**src/rtl/alu_addsub_pipe_if.sv**
```systemverilog
// rtl/alu_addsub_pipe_if.sv - operand/result handshake bundle for alu_addsub_pipe
interface alu_addsub_pipe_if #(
    parameter int WIDTH = 64
);
    logic             in_valid;
    logic             in_ready;
    logic [WIDTH-1:0] a;
    logic [WIDTH-1:0] b;
    logic             sub;
    logic             out_valid;
    logic             out_ready;
    logic [WIDTH-1:0] sum;
    logic             cf;
    logic             of;
    logic             zf;
    logic             sf;

    modport master (
        output in_valid, a, b, sub, out_ready,
        input  in_ready, out_valid, sum, cf, of, zf, sf
    );

    modport slave (
        input  in_valid, a, b, sub, out_ready,
        output in_ready, out_valid, sum, cf, of, zf, sf
    );
endinterface

```
**src/rtl/alu_addsub_pipe.sv**
```systemverilog
// rtl/alu_addsub_pipe.sv - pipelined add/sub, one carry-ripple slice per stage; flags under ALU_ADDSUB_FLAGS_EN
module alu_addsub_pipe #(
    parameter int WIDTH  = 64,
    parameter int STAGES = 4
) (
    input  logic          clk,
    input  logic          reset,
    alu_addsub_pipe_if.slave bus
);
    localparam int SW = WIDTH / STAGES;

    logic stall;

    assign stall        = bus.out_valid & ~bus.out_ready;
    assign bus.in_ready = ~stall;

    // Operands shrink by one slice per stage: stage k only carries the slices it
    // and later stages still have to add; the result grows by one slice on top.
    for (genvar k = 0; k < STAGES; k++) begin : stg
        localparam int IW = WIDTH - k * SW;

        logic                  v_src;
        logic                  c_src;
        logic [IW-1:0]         a_src;
        logic [IW-1:0]         b_src;
        logic [(k+1)*SW-1:0]   r_next;
        logic [SW:0]           add;
        logic                  v_q;
        logic                  c_q;
        logic [(k+1)*SW-1:0]   r_q;
`ifdef ALU_ADDSUB_FLAGS_EN
        logic                  z_src;
        logic                  z_q;
`endif

        assign add = {1'b0, a_src[SW-1:0]} + {1'b0, b_src[SW-1:0]} + {{SW{1'b0}}, c_src};

        if (k == 0) begin : head
            // Stage 0 loads only when not stalled, so in_valid here is exactly the accept
            assign v_src  = bus.in_valid;
            assign c_src  = bus.sub;
            assign a_src  = bus.a;
            assign b_src  = bus.b ^ {WIDTH{bus.sub}};
            assign r_next = add[SW-1:0];
`ifdef ALU_ADDSUB_FLAGS_EN
            assign z_src  = 1'b1;
`endif
        end else begin : link
            assign v_src  = stg[k-1].v_q;
            assign c_src  = stg[k-1].c_q;
            assign a_src  = stg[k-1].fwd.a_q;
            assign b_src  = stg[k-1].fwd.b_q;
            assign r_next = {add[SW-1:0], stg[k-1].r_q};
`ifdef ALU_ADDSUB_FLAGS_EN
            assign z_src  = stg[k-1].z_q;
`endif
        end

        always_ff @(posedge clk) begin
            if (reset) begin
                v_q <= 1'b0;
                c_q <= 1'b0;
                r_q <= '0;
            end else if (!stall) begin
                v_q <= v_src;
                c_q <= add[SW];
                r_q <= r_next;
            end
        end

        if (k < STAGES - 1) begin : fwd
            logic [IW-SW-1:0] a_q;
            logic [IW-SW-1:0] b_q;

            always_ff @(posedge clk) begin
                if (reset) begin
                    a_q <= '0;
                    b_q <= '0;
                end else if (!stall) begin
                    a_q <= a_src[IW-1:SW];
                    b_q <= b_src[IW-1:SW];
                end
            end
        end

`ifdef ALU_ADDSUB_FLAGS_EN
        always_ff @(posedge clk) begin
            if (reset) begin
                z_q <= 1'b0;
            end else if (!stall) begin
                z_q <= z_src & (add[SW-1:0] == '0);
            end
        end

        if (k == STAGES - 1) begin : tail
            logic m_q;

            // Carry into the MSB recovered from sum = a ^ b ^ carry_in at that bit
            always_ff @(posedge clk) begin
                if (reset) begin
                    m_q <= 1'b0;
                end else if (!stall) begin
                    m_q <= add[SW-1] ^ a_src[SW-1] ^ b_src[SW-1];
                end
            end
        end
`endif
    end

    assign bus.out_valid = stg[STAGES-1].v_q;
    assign bus.sum       = stg[STAGES-1].r_q;

`ifdef ALU_ADDSUB_FLAGS_EN
    assign bus.cf = stg[STAGES-1].c_q;
    assign bus.of = stg[STAGES-1].tail.m_q ^ stg[STAGES-1].c_q;
    assign bus.zf = stg[STAGES-1].z_q;
    assign bus.sf = stg[STAGES-1].r_q[WIDTH-1];
`else
    assign bus.cf = 1'b0;
    assign bus.of = 1'b0;
    assign bus.zf = 1'b0;
    assign bus.sf = 1'b0;
`endif
endmodule
```
**src/flat_wrapper.sv**
```systemverilog
// flat-port wrapper written by rule: the top's interface ports become plain ports
module alu_addsub_pipe_flat 
#(
    parameter int WIDTH  = 64,
    parameter int STAGES = 4
)
  (clk, reset, bus_in_valid, bus_a, bus_b, bus_sub, bus_out_ready, bus_in_ready, bus_out_valid, bus_sum, bus_cf, bus_of, bus_zf, bus_sf);
  alu_addsub_pipe_if #(.WIDTH(WIDTH)) bus_i ();
  input  logic clk;
  input  logic reset;
  input wire logic [$bits(bus_i.in_valid)-1:0] bus_in_valid;
  input wire logic [$bits(bus_i.a)-1:0] bus_a;
  input wire logic [$bits(bus_i.b)-1:0] bus_b;
  input wire logic [$bits(bus_i.sub)-1:0] bus_sub;
  input wire logic [$bits(bus_i.out_ready)-1:0] bus_out_ready;
  output wire logic [$bits(bus_i.in_ready)-1:0] bus_in_ready;
  output wire logic [$bits(bus_i.out_valid)-1:0] bus_out_valid;
  output wire logic [$bits(bus_i.sum)-1:0] bus_sum;
  output wire logic [$bits(bus_i.cf)-1:0] bus_cf;
  output wire logic [$bits(bus_i.of)-1:0] bus_of;
  output wire logic [$bits(bus_i.zf)-1:0] bus_zf;
  output wire logic [$bits(bus_i.sf)-1:0] bus_sf;
  assign bus_i.in_valid = bus_in_valid;
  assign bus_i.a = bus_a;
  assign bus_i.b = bus_b;
  assign bus_i.sub = bus_sub;
  assign bus_i.out_ready = bus_out_ready;
  assign bus_in_ready = bus_i.in_ready;
  assign bus_out_valid = bus_i.out_valid;
  assign bus_sum = bus_i.sum;
  assign bus_cf = bus_i.cf;
  assign bus_of = bus_i.of;
  assign bus_zf = bus_i.zf;
  assign bus_sf = bus_i.sf;
  alu_addsub_pipe #(.WIDTH(WIDTH), .STAGES(STAGES)) u_core (.clk(clk), .reset(reset), .bus(bus_i));
endmodule
```
**config.mk**
```make
export PLATFORM = sky130hd
export DESIGN_NAME = alu_addsub_pipe_flat
export DESIGN_NICKNAME = d
export VERILOG_FILES = /design/src/rtl/alu_addsub_pipe_if.sv /design/src/rtl/alu_addsub_pipe.sv /design/src/flat_wrapper.sv
export SDC_FILE = /design/constraint.sdc
export NUM_CORES = 1
export LEC_CHECK = 0
export BUFFER_PORTS_ARGS = -buffer_cell sky130_fd_sc_hd__buf_2
export CAP_MARGIN = 10
export CORE_UTILIZATION = 50
export DETAILED_ROUTE_END_ITERATION = 10
export GPL_ROUTABILITY_DRIVEN = 1
export PLACE_DENSITY = 0.71
export SLEW_MARGIN = 10
export SYNTH_ARGS = -nofsm -noshare
export SYNTH_HDL_FRONTEND = slang
export SYNTH_SLANG_ARGS = --single-unit
```
**constraint.sdc**
```tcl
create_clock -name clk -period 3.8 [get_ports clk]
set_clock_uncertainty 0.2 [all_clocks]
set_input_delay 0 -clock clk [delete_from_list [all_inputs] [get_ports clk]]
set_output_delay 0 -clock clk [all_outputs]
set_load 0.1 [all_outputs]
```
# Word level (Yosys, flattened, before mapping)
# Cells that the tools add are included.
dict set report classes {
  add_sub_neg 8
  mul 0
  n_div 0
  magnitude_cmp 0
  eq_ne 0
  shift 0
  n_mux 0
  bitwise_logic 4
  reduce_logical 0
}
# op n
set op_table {}
lappend op_table {{$xor 64x64->64} 1}
lappend op_table {{$add 16x16->17} 3}
lappend op_table {{$add 17x1->17} 3}
lappend op_table {{$add 16x1->16} 1}
lappend op_table {{$add 16x16->16} 1}
lappend op_table {{$not 1->1} 2}
lappend op_table {{$and 1x1->1} 1}
dict set report word_totals {
  register_bits 359
  latch_bits 0
  ram_bits 0
  rom_bits 0
  inputBits 133
  output_inout_bits 70
  wordCells 29
  mem_count 0
}

# Longest topological paths before layout
dict set report depth {
  depth_word 3
  depth_mapped 11
  depth_no_buf 9
}

# Worst setup path before layout
# OpenSTA, ideal clock, no wires.
dict set report synth_timing {
  path_type {reg2reg}
  startpoint {register u_core.stg[3].v_q (netlist: u_core.bus.out_valid)}
  endpoint {register u_core.stg[3].r_q[60] (netlist: u_core.bus.sum[60])}
  setup_ps 189
  t_arrival_ps 2527
  required_time_ps 3411
  setup_slack_ps 884
  path_stages_with_launch 6
  path_buffers 2
  period_less_slack_ps 2916
  path_cell_list {dfxtp_1 > nor2b_1 > inv_2 > clkbuf_1 > buf_1 > o221ai_1}
}
dict set report synth_between {
  elab_chain_cells 1
}
# item line
set synth_lines {}
lappend synth_lines {{from (decl)} alu_addsub_pipe.sv:28} ;# logic v_q;
lappend synth_lines {{from (signal assigned)} alu_addsub_pipe.sv:65} ;# v_q <= v_src;
lappend synth_lines {{$and 1x1->1} alu_addsub_pipe.sv:14} ;# assign stall = bus.out_valid & ~bus.out_ready;
lappend synth_lines {{to (signal assigned)} alu_addsub_pipe.sv:67} ;# r_q <= r_next;
lappend synth_lines {{to (decl)} alu_addsub_pipe.sv:30} ;# logic [(k+1)*SW-1:0] r_q;
# No other way between the ends.
# A chain may end at the register's enable or synchronous reset.

# Worst setup path in the final report
dict set report layout_timing {
  startpoint {register u_core.stg[3].v_q (netlist: u_core.bus.out_valid)}
  endpoint {register u_core.stg[0].r_q[15]}
}
dict set report layout_between {
  elab_chain_cells 1
}
# item line
set layout_lines {}
lappend layout_lines {{$and 1x1->1} alu_addsub_pipe.sv:14}
lappend layout_lines {{to (signal assigned)} alu_addsub_pipe.sv:67}
lappend layout_lines {{to (decl)} alu_addsub_pipe.sv:30}
# No other way between the ends.

==> impl_results.md <==
- Status: finished with violations
- Failing checks: design-rule violations
- Ys async rst share: 0
- Number of CTS-inserted buffers: 38
- FF+latch count, synth: 359
- Crit. Startpoint: u_core.bus.out_valid
- Core Rows: 64
- Peak supply drop: 0.000333 V
- Routed wire length: 39100 microns
- Post-CTS sizing: 0
- Longest Clk Path Bufs: 3
- Gpl congestion: 0.876
- Setup Total Neg Slack: 0 ns
- Fin crit share: 0.886
- GRT Util Overall: 0.237
- ANT cells: 0
- Core Area: 30800 sq um
- Largest net degree at the start of global routing: 161
- Final Worst Setup Slack: 0.434 ns
- Startpoint types: flip-flop
- Top cell type's share of synthesized area: 0.455
- Top Ports: 203
- Clock root buffer: clkbuf_16
- Post-CTS Setup Bufs: 0
- Initial antenna violation count: 0
- Reg2Reg Launch Point: u_core.bus.out_valid
- Fmax achieved: 0.297 GHz
- CTS H-tree lvls: 2
- Vias in the first global route: 13179
- Via count: 14358
- Fillers: 2622
- Total congestion overflow: 0
- Worst slew pin tran: 0.780 ns
- Die X-Extent: 180 microns
- Worst EP required: 4.01 ns
- Share of cells above drive strength 1: 0.124
- Compound-Gate Fraction of Synth Area: 0.195
- DR vias/cell: 5.36
- Iteration-0 DRC count of the detailed router: 1092
- Number of I/O port buffers: 198
- DRT antenna net count: 0
- Power Density: 461 nW/um^2
- Synth-to-Final Area Change: 25.2%
- Syn. warnings: 0
- Register area share after synthesis: 0.455
- RSZ-0062 raised after global routing: no
- Tmin final: 3.37 ns
- Synth unique cells: 67
- Mux cell area share after synthesis: 0.00277
- Syn_area_per_cell: 7.97 sq um
- Clock Pin Slew Worst Setup and Hold Paths: 0.06 ns
- Commonest cells after routing, fill and taps aside: 577 x nand2_1, 359 x dfxtp_1, 315 x a21oi_1
- Synth Area in Simple Gates: 0.206
- DP HPWL: 23700 microns
- Worst-Skew Late Latency: 0.52 ns
- Hold_buf cts: 167
- Leakage: 8.16 nW
- Cell taking the most area after synthesis: dfxtp_1
- Ys flop type: dfxtp_1
- Rel. slew slack: 0.480
- Max-cap violations: 0
- Die height: 180 microns
- Crit path capture type: flip-flop
- Drt wl/cell: 14.6 microns
- First-pass GRT wire length: 64300 microns
- Clk sink count: 359
- Peak fanout along the critical path: 155
- Syn Inst Count: 1979
- Residual DRC: 14
- Commonest non-fill, non-tap cell in the layout: nand2_1
- Worst hold path class: in -> reg
- Cells taking the most area after synthesis: dfxtp_1 46%, nand2_1 14%, a21oi_1 10%, ha_1 4.7%, xnor2_1 3.4%
- Fin nets: 2459
- Fin. Hold Viols: 0
- First-pass DRT Iterations: 9
- CTS tree: built
- Post-synthesis xor/xnor area fraction: 0.0455
- Final Total Pwr: 9.11 mW
- Setup Crit Path Kind: reg -> reg
- Slew Limit Fails: 0
- Total die area: 32300 sq um
- Adder-Cell Fraction of Synth Area: 0.0557
- Hold path start: bus_b[0]
- Combinational family with the most area after synthesis: simple AND/OR/NAND/NOR gates
- CP arrival: 3.57 ns
- Setup violations, final: 0
- Initial Util: 0.512
- Number of synthesized flops with an enable pin: 0
- Post-Syn Area: 15800 sq um
- DP Worst Slack: 0.760 ns
[power breakdown]
group          switching, mW  internal (mW)  leakage [nW]
combinational          0.812          0.570          4.62
sequential             0.138           4.02          2.95
clock                   1.48           2.08         0.588
[cell usage after synthesis (all sizes together) (8+ instances only)]
master  count
nor2      101
nand2     577
nand3      27
clkbuf    112
nor3       16
xor2       20
or3        12
a21oi     315
ha         59
o211ai     10
a21o       17
nand4      12
xnor2      62
a211oi     67
buf        27
a31oi       8
dfxtp     359
o21ai      48
inv        18
[critical path, stage by stage (launching register included)]
cell and delay (ns):
dfxtp_1 0.34, nor2b_4 0.64, buf_12 0.58, nor4b_1 0.10, dlygate4sd3_1 0.58, a31oi_1 0.14, nand2_1 0.07, dlygate4sd3_1 0.55
[through the flow]
step / cell area, sq um / hold slack (ns) / util / instances
after floorplan: 15800 / -0.0595 / - / 1982
after global placement: 16900 / 0.0469 / 0.548 / 2449
after detailed placement: 16900 / 0.0500 / 0.548 / 2449
after CTS: 19800 / 0.00343 / 0.641 / 2679
after global routing: 19800 / 0.0406 / 0.641 / 2679
final: 19800 / 0.0236 / 0.641 / 2679
[kinds of logic (layout without fill, tap and decap cells)]
kind of cell | Yosys count | in the layout
flip-flops | 359 | 359
AND/OR/NAND/NOR | 790 | 790
buffers and inverters | 157 | 458
multiplexers | 4 | 4
XOR/XNOR | 82 | 82
adder cells (fa/ha/maj) | 66 | 66
other | 1 | 4
AO/OA/AOI/OAI | 520 | 520
[path summary, 6_finish.rpt]
kind | slack [ns] | depth (start not counted) | end
worst min register to register | 0.25 | 2 | u_core.bus.sum[8]
worst min-delay path | 0.02 | 6 | u_core.stg[0].r_q[2]
worst max-delay path | 0.43 | 7 | u_core.stg[0].r_q[15]
worst max register to register | 0.43 | 7 | u_core.stg[0].r_q[15]
[state kept, by name, indices dropped and copies added (netlist names)]
| signal | flops |
|---|---|
| u_core.bus.out_valid | 1 |
| u_core.stg.c_q | 3 |
| u_core.stg.r_q | 96 |
| u_core.stg.fwd.b_q | 96 |
| u_core.stg.v_q | 3 |
| u_core.bus.sum | 64 |
| u_core.stg.fwd.a_q | 96 |
[final cells by class]
type	instances	area, sq um	share of cell area
sequential	359	7190	0.364
clock buffer	51	1090	0.0552
multi-input combinational	1466	7990	0.404
tap	396	495	0.0251
timing repair buffer	377	2820	0.142
inverter	18	75.1	0.00380
clock inverter	12	105	0.00532
[layer usage]
metal  vias up  GRT usage  routed length, microns
li1       7302          -                       -
met1      6673      0.325                   18300
met2       317      0.389                   18100
met3        66     0.0314                    1760
met4         0     0.0669                     853
met5         -          0                       0
(Power assumes the default switching activity.)
